**config.mk**
```make
export PLATFORM = sky130hd
export DESIGN_NAME = sram_bus_arbiter_flat
export DESIGN_NICKNAME = d
export VERILOG_FILES = /design/src/rtl/sram_bus_arbiter_pkg.sv /design/src/rtl/sram_bus_arbiter_if.sv /design/src/rtl/sram_bus_arbiter.sv /design/src/flat_wrapper.sv
export SDC_FILE = /design/constraint.sdc
export NUM_CORES = 1
export LEC_CHECK = 0
export ABC_CLOCK_PERIOD_IN_PS = 2520
export CAP_MARGIN = 20
export CELL_PAD_IN_SITES_DETAIL_PLACEMENT = 2
export CELL_PAD_IN_SITES_GLOBAL_PLACEMENT = 2
export CORE_MARGIN = 3
export CORE_UTILIZATION = 10
export CTS_CLUSTER_SIZE = 30
export DETAILED_ROUTE_END_ITERATION = 7
export PLACE_DENSITY = 0.95
export SETUP_SLACK_MARGIN = 0.1
export SKIP_LAST_GASP = 1
export SLEW_MARGIN = 0
export SYNTH_ARGS = -nofsm -noshare
export SYNTH_HDL_FRONTEND = slang
export SYNTH_SLANG_ARGS = --single-unit
```
**constraint.sdc**
```tcl
create_clock -name clk -period 2.52 [get_ports clk]
set_clock_uncertainty 0.1 [all_clocks]
set_input_delay 0.504 -clock clk [delete_from_list [all_inputs] [get_ports clk]]
set_output_delay 0.504 -clock clk [all_outputs]
set_load 0.05 [all_outputs]
```
**src/rtl/sram_bus_arbiter_pkg.sv**
```systemverilog
// Shared encodings for the sram-like bus arbiter: FSM states, grant owner
// and the transfer size codes carried on the *_size fields.
package sram_bus_arbiter_pkg;

  typedef enum logic [1:0] {
    ARB_IDLE  = 2'd0,
    ARB_OUT_I = 2'd1,
    ARB_OUT_D = 2'd2
  } arb_state_e;

  typedef enum logic [1:0] {
    OWN_NONE = 2'd0,
    OWN_INST = 2'd1,
    OWN_DATA = 2'd2
  } owner_e;

  localparam logic [1:0] SZ_BYTE = 2'd0;
  localparam logic [1:0] SZ_HALF = 2'd1;
  localparam logic [1:0] SZ_WORD = 2'd2;

endpackage

```
**src/rtl/sram_bus_arbiter_if.sv**
```systemverilog
// Bundle of the three req/addr_ok/data_ok ports around the arbiter:
// fetch (inst_*), memory stage (data_*) and the shared memory (mem_*).
// The slave modport is the arbiter's view; the master modport is the
// surrounding pipeline plus memory that drives and consumes it.
interface sram_bus_arbiter_if #(
  parameter int ADDR_W = 32,
  parameter int DATA_W = 32
);

  logic              inst_req;
  logic [ADDR_W-1:0] inst_addr;
  logic              inst_cancel;
  logic              inst_addr_ok;
  logic              inst_data_ok;
  logic [DATA_W-1:0] inst_rdata;

  logic              data_req;
  logic              data_wr;
  logic [1:0]        data_size;
  logic [ADDR_W-1:0] data_addr;
  logic [DATA_W-1:0] data_wdata;
  logic              data_addr_ok;
  logic              data_data_ok;
  logic [DATA_W-1:0] data_rdata;

  logic              mem_req;
  logic              mem_wr;
  logic [1:0]        mem_size;
  logic [ADDR_W-1:0] mem_addr;
  logic [DATA_W-1:0] mem_wdata;
  logic              mem_addr_ok;
  logic              mem_data_ok;
  logic [DATA_W-1:0] mem_rdata;

  modport slave (
    input  inst_req, inst_addr, inst_cancel,
    output inst_addr_ok, inst_data_ok, inst_rdata,
    input  data_req, data_wr, data_size, data_addr, data_wdata,
    output data_addr_ok, data_data_ok, data_rdata,
    output mem_req, mem_wr, mem_size, mem_addr, mem_wdata,
    input  mem_addr_ok, mem_data_ok, mem_rdata
  );

  modport master (
    output inst_req, inst_addr, inst_cancel,
    input  inst_addr_ok, inst_data_ok, inst_rdata,
    output data_req, data_wr, data_size, data_addr, data_wdata,
    input  data_addr_ok, data_data_ok, data_rdata,
    input  mem_req, mem_wr, mem_size, mem_addr, mem_wdata,
    output mem_addr_ok, mem_data_ok, mem_rdata
  );

endinterface

```
**src/rtl/sram_bus_arbiter.sv**
```systemverilog
// Two-master arbiter in front of one sram-like memory port. One transaction
// may be outstanding at a time. The data master normally wins, but a fetch
// that has lost STARVE_MAX consecutive idle cycles overrides it. A grant the
// memory has not yet accepted is locked so the request stays stable, and an
// in-flight fetch can be cancelled so its stale response is swallowed.
module sram_bus_arbiter
  import sram_bus_arbiter_pkg::*;
#(
  parameter int STARVE_MAX = 4,
  parameter int ADDR_W     = 32,
  parameter int DATA_W     = 32
) (
  input  logic                clk,
  input  logic                reset,
  sram_bus_arbiter_if.slave   bus,
  output logic                busy
);

  localparam int              CNT_W      = $clog2(STARVE_MAX + 1);
  localparam logic [CNT_W-1:0] STARVE_LIM = CNT_W'(STARVE_MAX);

  // Saturating increment for the starvation counter.
  function automatic logic [CNT_W-1:0] starve_sat_inc(input logic [CNT_W-1:0] c);
    if (c == STARVE_LIM) return c;
    return c + CNT_W'(1);
  endfunction

  arb_state_e       state_q, state_d;
  logic             lock_q, lock_d;
  owner_e           lock_own_q, lock_own_d;
  logic             cancel_q, cancel_d;
  logic [CNT_W-1:0] starve_q, starve_d;

  owner_e            grant;
  logic              accept;
  logic              mem_req_c;
  logic              mem_wr_c;
  logic [1:0]        mem_size_c;
  logic [ADDR_W-1:0] mem_addr_c;
  logic [DATA_W-1:0] mem_wdata_c;

  // Pick the master that drives the memory port this cycle (idle only).
  always_comb begin
    grant = OWN_NONE;
    if (reset && state_q == ARB_IDLE) begin
      if (lock_q) begin
        // A locked master keeps the port until accepted or it withdraws.
        if (lock_own_q == OWN_INST && bus.inst_req)
          grant = OWN_INST;
        else if (lock_own_q == OWN_DATA && bus.data_req)
          grant = OWN_DATA;
      end else if (bus.inst_req && (!bus.data_req || starve_q == STARVE_LIM)) begin
        grant = OWN_INST;
      end else if (bus.data_req) begin
        grant = OWN_DATA;
      end
    end
  end

  // Steer the granted master's request fields onto the memory port.
  always_comb begin
    mem_req_c   = 1'b0;
    mem_wr_c    = 1'b0;
    mem_size_c  = 2'd0;
    mem_addr_c  = '0;
    mem_wdata_c = '0;
    case (grant)
      OWN_INST: begin
        mem_req_c  = 1'b1;
        mem_size_c = SZ_WORD;
        mem_addr_c = bus.inst_addr;
      end
      OWN_DATA: begin
        mem_req_c   = 1'b1;
        mem_wr_c    = bus.data_wr;
        mem_size_c  = bus.data_size;
        mem_addr_c  = bus.data_addr;
        mem_wdata_c = bus.data_wdata;
      end
      default: ;
    endcase
  end

  assign accept        = mem_req_c && bus.mem_addr_ok;
  assign bus.mem_req   = mem_req_c;
  assign bus.mem_wr    = mem_wr_c;
  assign bus.mem_size  = mem_size_c;
  assign bus.mem_addr  = mem_addr_c;
  assign bus.mem_wdata = mem_wdata_c;

  // Handshake returns: addr_ok follows memory acceptance for the grantee,
  // data_ok goes to the owner of the outstanding transaction. A cancelled
  // fetch (flag set earlier or cancel in this very cycle) gets no data_ok.
  assign bus.inst_addr_ok = (grant == OWN_INST) && bus.mem_addr_ok;
  assign bus.data_addr_ok = (grant == OWN_DATA) && bus.mem_addr_ok;
  assign bus.inst_data_ok = reset && (state_q == ARB_OUT_I) && bus.mem_data_ok &&
                            !cancel_q && !bus.inst_cancel;
  assign bus.data_data_ok = reset && (state_q == ARB_OUT_D) && bus.mem_data_ok;
  assign bus.inst_rdata   = bus.mem_rdata;
  assign bus.data_rdata   = bus.mem_rdata;
  assign busy             = reset && (state_q != ARB_IDLE);

  // Next-state for FSM, grant lock, cancel flag and starvation counter.
  always_comb begin
    state_d    = state_q;
    lock_d     = 1'b0;
    lock_own_d = OWN_NONE;
    cancel_d   = cancel_q;
    starve_d   = starve_q;
    case (state_q)
      ARB_IDLE: begin
        cancel_d = 1'b0;
        if (accept) begin
          state_d  = (grant == OWN_INST) ? ARB_OUT_I : ARB_OUT_D;
          cancel_d = (grant == OWN_INST) && bus.inst_cancel;
        end else if (mem_req_c) begin
          lock_d     = 1'b1;
          lock_own_d = grant;
        end
        if (!bus.inst_req)
          starve_d = '0;
        else if (grant != OWN_INST)
          starve_d = starve_sat_inc(starve_q);
        else if (accept)
          starve_d = '0;
      end
      ARB_OUT_I: begin
        if (bus.inst_cancel)
          cancel_d = 1'b1;
        if (bus.mem_data_ok) begin
          state_d  = ARB_IDLE;
          cancel_d = 1'b0;
        end
      end
      ARB_OUT_D: begin
        if (bus.mem_data_ok)
          state_d = ARB_IDLE;
      end
      default: begin
        state_d  = ARB_IDLE;
        cancel_d = 1'b0;
      end
    endcase
  end

  // State registers with synchronous active-low reset.
  always_ff @(posedge clk) begin
    if (!reset) begin
      state_q    <= ARB_IDLE;
      lock_q     <= 1'b0;
      lock_own_q <= OWN_NONE;
      cancel_q   <= 1'b0;
      starve_q   <= '0;
    end else begin
      state_q    <= state_d;
      lock_q     <= lock_d;
      lock_own_q <= lock_own_d;
      cancel_q   <= cancel_d;
      starve_q   <= starve_d;
    end
  end

endmodule

```
**src/flat_wrapper.sv**
```systemverilog
// flat-port wrapper written by rule: the top's interface ports become plain ports
module sram_bus_arbiter_flat import sram_bus_arbiter_pkg::*;
#(
  parameter int STARVE_MAX = 4,
  parameter int ADDR_W     = 32,
  parameter int DATA_W     = 32
)
  (clk, reset, busy, bus_inst_req, bus_inst_addr, bus_inst_cancel, bus_inst_addr_ok, bus_inst_data_ok, bus_inst_rdata, bus_data_req, bus_data_wr, bus_data_size, bus_data_addr, bus_data_wdata, bus_data_addr_ok, bus_data_data_ok, bus_data_rdata, bus_mem_req, bus_mem_wr, bus_mem_size, bus_mem_addr, bus_mem_wdata, bus_mem_addr_ok, bus_mem_data_ok, bus_mem_rdata);
  sram_bus_arbiter_if #(.ADDR_W(ADDR_W), .DATA_W(DATA_W)) bus_i ();
  input  logic clk;
  input  logic reset;
  output logic busy;
  input wire logic [$bits(bus_i.inst_req)-1:0] bus_inst_req;
  input wire logic [$bits(bus_i.inst_addr)-1:0] bus_inst_addr;
  input wire logic [$bits(bus_i.inst_cancel)-1:0] bus_inst_cancel;
  output wire logic [$bits(bus_i.inst_addr_ok)-1:0] bus_inst_addr_ok;
  output wire logic [$bits(bus_i.inst_data_ok)-1:0] bus_inst_data_ok;
  output wire logic [$bits(bus_i.inst_rdata)-1:0] bus_inst_rdata;
  input wire logic [$bits(bus_i.data_req)-1:0] bus_data_req;
  input wire logic [$bits(bus_i.data_wr)-1:0] bus_data_wr;
  input wire logic [$bits(bus_i.data_size)-1:0] bus_data_size;
  input wire logic [$bits(bus_i.data_addr)-1:0] bus_data_addr;
  input wire logic [$bits(bus_i.data_wdata)-1:0] bus_data_wdata;
  output wire logic [$bits(bus_i.data_addr_ok)-1:0] bus_data_addr_ok;
  output wire logic [$bits(bus_i.data_data_ok)-1:0] bus_data_data_ok;
  output wire logic [$bits(bus_i.data_rdata)-1:0] bus_data_rdata;
  output wire logic [$bits(bus_i.mem_req)-1:0] bus_mem_req;
  output wire logic [$bits(bus_i.mem_wr)-1:0] bus_mem_wr;
  output wire logic [$bits(bus_i.mem_size)-1:0] bus_mem_size;
  output wire logic [$bits(bus_i.mem_addr)-1:0] bus_mem_addr;
  output wire logic [$bits(bus_i.mem_wdata)-1:0] bus_mem_wdata;
  input wire logic [$bits(bus_i.mem_addr_ok)-1:0] bus_mem_addr_ok;
  input wire logic [$bits(bus_i.mem_data_ok)-1:0] bus_mem_data_ok;
  input wire logic [$bits(bus_i.mem_rdata)-1:0] bus_mem_rdata;
  assign bus_i.inst_req = bus_inst_req;
  assign bus_i.inst_addr = bus_inst_addr;
  assign bus_i.inst_cancel = bus_inst_cancel;
  assign bus_inst_addr_ok = bus_i.inst_addr_ok;
  assign bus_inst_data_ok = bus_i.inst_data_ok;
  assign bus_inst_rdata = bus_i.inst_rdata;
  assign bus_i.data_req = bus_data_req;
  assign bus_i.data_wr = bus_data_wr;
  assign bus_i.data_size = bus_data_size;
  assign bus_i.data_addr = bus_data_addr;
  assign bus_i.data_wdata = bus_data_wdata;
  assign bus_data_addr_ok = bus_i.data_addr_ok;
  assign bus_data_data_ok = bus_i.data_data_ok;
  assign bus_data_rdata = bus_i.data_rdata;
  assign bus_mem_req = bus_i.mem_req;
  assign bus_mem_wr = bus_i.mem_wr;
  assign bus_mem_size = bus_i.mem_size;
  assign bus_mem_addr = bus_i.mem_addr;
  assign bus_mem_wdata = bus_i.mem_wdata;
  assign bus_i.mem_addr_ok = bus_mem_addr_ok;
  assign bus_i.mem_data_ok = bus_mem_data_ok;
  assign bus_i.mem_rdata = bus_mem_rdata;
  sram_bus_arbiter #(.STARVE_MAX(STARVE_MAX), .ADDR_W(ADDR_W), .DATA_W(DATA_W)) u_core (.clk(clk), .reset(reset), .bus(bus_i), .busy(busy));
endmodule
```
==> results.md <==
- Result of the run: complete, but fails checks
- Violations in the final reports: negative setup slack
- Max-slew violation count: 0
- Clock Path Buffers: 2
- Chip height: 138 um
- XOR/XNOR Fraction of Synth Area: 0%
- Number of buffers inserted for hold repair after clock tree synthesis: 0
- Final-layout worst hold slack: between 400 and 500 ps
- CTS clock-pin slew for the worst setup and hold paths: about 40 ps
- Overall die area: 19,000 um^2
- Number of placed cells counting well taps: 604
- Number of top-level pins: 275
- Layout area overhead: 209%
- Post-detailed-route wirelength per cell: 18.4 um
- Peak supply drop: approximately 0.00016 V
- Post-detailed-route via-to-cell ratio: 3.76
- Clk Latency, worst-skew pair: 230 ps
- Simple-Gate Fraction of Synth Area: 29.3%
- Fraction of layout cells with a size suffix above 1: 61.7%
- GR Overflow Total: 0
- Weighted congestion at the end of routability-driven global placement: roughly 0.77
- Final period utilization: 114%
- Area of all placed cells without fillers: 5360 um^2
- GRT Total Usage: approximately an eighth
- Total of warnings raised by yosys: 0
- Crit path max fanout: 9
- Arithmetic-cell share of the synthesized area counting full adders, half adders and majority gates: 5.04%
- Multiplexer share of the synthesized area: less than 1%
- Critical path endpoint category: output port
- Time the worst path needs with I/O delays and setup: 2860 ps
- Core footprint: roughly 17,000 um^2
- Remaining design rule violation count: 0
- Final standard cell count with taps included and fillers excluded: 630
- Switching power share of the total: 37.2%
- Filler cell count: 1,816
- Worst hold path depth: 2
- Root Buffer Master: sky130_fd_sc_hd__clkbuf_16
- FMAX: between 0.3 and 0.4 GHz
- Half-perimeter wire length after placement: 8950 um
- Width of the die: approximately 140 um
- Total wirelength of the detailed-routed design: 11,600 um
- Combinational family with the most area after synthesis: buffers and inverters
- Internal Dissipation: 0.946 mW
- FP Rows: 47
- Router iterations before antenna repair: 4
- Initial antenna violation count: 0
- HP Class: reg2reg
- Distinct cell type count after synthesis: 34
- Global-route wire length before repair: 17,000 um
- Critical path class: reg2out
- Netlist area before placement: 1740 um^2
- Number of buffers created by CTS: 3
- Antenna diodes: 0
- Final setup TNS: -18,140 ps
- Cell with the biggest individual delay on the critical path: sky130_fd_sc_hd__dfxtp_2
- Final setup viols: 70
- Post-route worst setup slack: -342 ps
- Clk sinks: 9
- Count of state elements after synthesis: 9
- Remaining number of nets flagged by the antenna check after routing: 0
- Share of total power in sequential cells: 10.2%
- Actual transition at the worst max-transition pin: ~430 ps
- Total power density per cell area: approximately 280 nW/um^2
- Starting Density: around a tenth
- Post-place setup slack: -617 ps
- Reg2reg path depth: 15
- Clock tree from TritonCTS: done
- Data required time at the worst endpoint: about 1900 ps
- Cell breakdown of the critical path: inv_2, ha_4, nand2_2, a211o_1, a21o_1, ha_4, buf_12, buf_4, a22oi_2, nor2_4, buf_12
- Proportion of synthesized chip area in sequential cells: 10.4%
- Maximum capacitance violations: 0
- Launching element type of the critical path: flop
- Slew margin rel.: 71.2%
- Avg Synthesized Cell Area: 6.81 um^2
- H-tree depth: 1
- Combinational group share of total power: a little under three quarters
- Share of total power in the clock network: 18.5%
- Pleak: approximately 2.0 nW
- Via count of the routed design: between 2,000 and 2,500
- Post-synthesis cell count: about 260
- Via count of the first global-routing pass: ~2,900
- Net count after synthesis: 400
- Power dissipated by switching net loads: 0.560 mW
- Synth Area in Compound Gates: 20.1%
- Unrepaired setup endpoints after global routing: yes
- Largest net degree at the start of global routing: 19
- Quantity of I/O buffers inserted on ports: 178
- Cell area after placement: 4640 um^2
- Number of DRC markers in iteration 0: a little over 40
- Post-layout net count: 556
- Final hold viol count: 0
- Data arrival time of the critical path: 2260 ps
- Max stage delay on crit path: between 300 and 400 ps
-- registers in the layout, indices dropped and copies added, names as in the netlist --
signal	flops
u_core.state_q	2
u_core.lock_own_q	2
u_core.starve_q	3
u_core.lock_q	1
u_core.cancel_q	1
-- final cells by class --
type | instances | area (um^2) | share of cell area (%)
repair buffers | 231 | 3230 | 60.2
multi-input cells | 154 | 1550 | 28.9
well taps | 220 | 275 | 5.13
flip-flops and latches | 9 | 183 | 3.41
clock buffers | 4 | 78.8 | 1.47
inverters | 12 | 48.8 | 0.910
-- worst max-delay path, delay by kind of cell, from the launching register on --
kind / cells / cell delay (ps)
AOI/OAI and AO/OA: 3 / 750
and+or+nand+nor: 2 / 100
DFF: 1 / 320
adders and majority gates: 2 / 350
buffers and inverters: 4 / 490
-- power groups by stage --
stage	Sequential, mW	Clock [mW]	Combinational [mW]
floorplan	0.155	0	0.699
global placement	0.155	0	0.871
detailed placement	0.156	0	0.903
CTS	0.154	0.285	1.06
global route	0.155	0.295	1.13
finish	0.154	0.279	1.07
-- worst paths after layout --
check | from | endpoint | slack [ps]
max | u_core.starve_q[1] | bus_mem_addr[9] | -340
min | u_core.cancel_q | u_core.cancel_q | 490
max reg2reg | u_core.starve_q[1] | u_core.starve_q[0] | 30
min reg2reg | u_core.cancel_q | u_core.cancel_q | 490
-- cells in the final DEF (no fill, tap or decap), types with 4 or more instances in the layout --
| master | synthesis | layout |
|---|---|---|
| sky130_fd_sc_hd__and2_4 | 0 | 32 |
| sky130_fd_sc_hd__and2_1 | 37 | 4 |
| sky130_fd_sc_hd__nor2_4 | 0 | 29 |
| sky130_fd_sc_hd__a22oi_2 | 0 | 32 |
| sky130_fd_sc_hd__inv_1 | 11 | 6 |
| sky130_fd_sc_hd__buf_8 | 0 | 4 |
| sky130_fd_sc_hd__nand2_1 | 8 | 6 |
| sky130_fd_sc_hd__buf_6 | 1 | 14 |
| sky130_fd_sc_hd__buf_4 | 64 | 20 |
| sky130_fd_sc_hd__buf_12 | 0 | 83 |
| sky130_fd_sc_hd__inv_2 | 1 | 5 |
| sky130_fd_sc_hd__nor2b_1 | 4 | 4 |
| sky130_fd_sc_hd__clkdlybuf4s50_1 | 0 | 102 |
| sky130_fd_sc_hd__ha_4 | 0 | 4 |
| sky130_fd_sc_hd__nor2_2 | 0 | 6 |
| sky130_fd_sc_hd__dfxtp_1 | 9 | 7 |
-- cells in the mapped netlist, drive strengths merged --
cell / count / area share (%)
nand3: 2 / 0.58
nand4: 1 / 0.36
o221a: 1 / 0.65
nor2b: 5 / 2.2
nand4b: 1 / 0.50
o21a: 2 / 0.86
a22oi: 32 / 14
mux2i: 1 / 0.58
nor2: 38 / 8.2
clkbuf: 8 / 1.7
o22ai: 2 / 0.72
dfxtp: 9 / 10
and3: 2 / 0.72
nand2b: 1 / 0.36
a21oi: 5 / 1.7
a31oi: 1 / 0.36
buf: 72 / 30
nand3b: 1 / 0.43
inv: 12 / 2.6
o21ai: 3 / 1.1
ha: 7 / 5.0
or3: 1 / 0.36
and2: 37 / 13
nand2: 8 / 1.7
nor4b: 1 / 0.50
a21o: 1 / 0.43
a211o: 1 / 0.50
-- metrics by stage --
step | power [mW] | util (%)
after floorplan | 0.854 | -
after global placement | 1.03 | 27.6
after detailed placement | 1.06 | 27.6
after CTS | 1.50 | 31.3
after global routing | 1.58 | 31.9
final | 1.51 | 31.9
-- routing by layer --
metal | global-route usage, % | part of all wire, %
met1 | 12.0 | 35
met2 | 23.4 | 55
met3 | 3.43 | 8.7
met4 | 2.69 | 1.7
met5 | 0 | 0
-- logic make-up after synthesis --
logic type / Yosys count
AOI/OAI and AO/OA: 48
adders and majority gates: 7
buffers and inverters: 92
DFF: 9
muxes: 1
and+or+nand+nor: 98
-- timing repair --
item	4_1_cts	5_1_grt
pin swaps	44	26
setup endpoints to repair	79	78
gates cloned	6	0
resized for setup	78	17
setup buffers	11	6
Note: power is estimated with default switching activity, not from simulation.
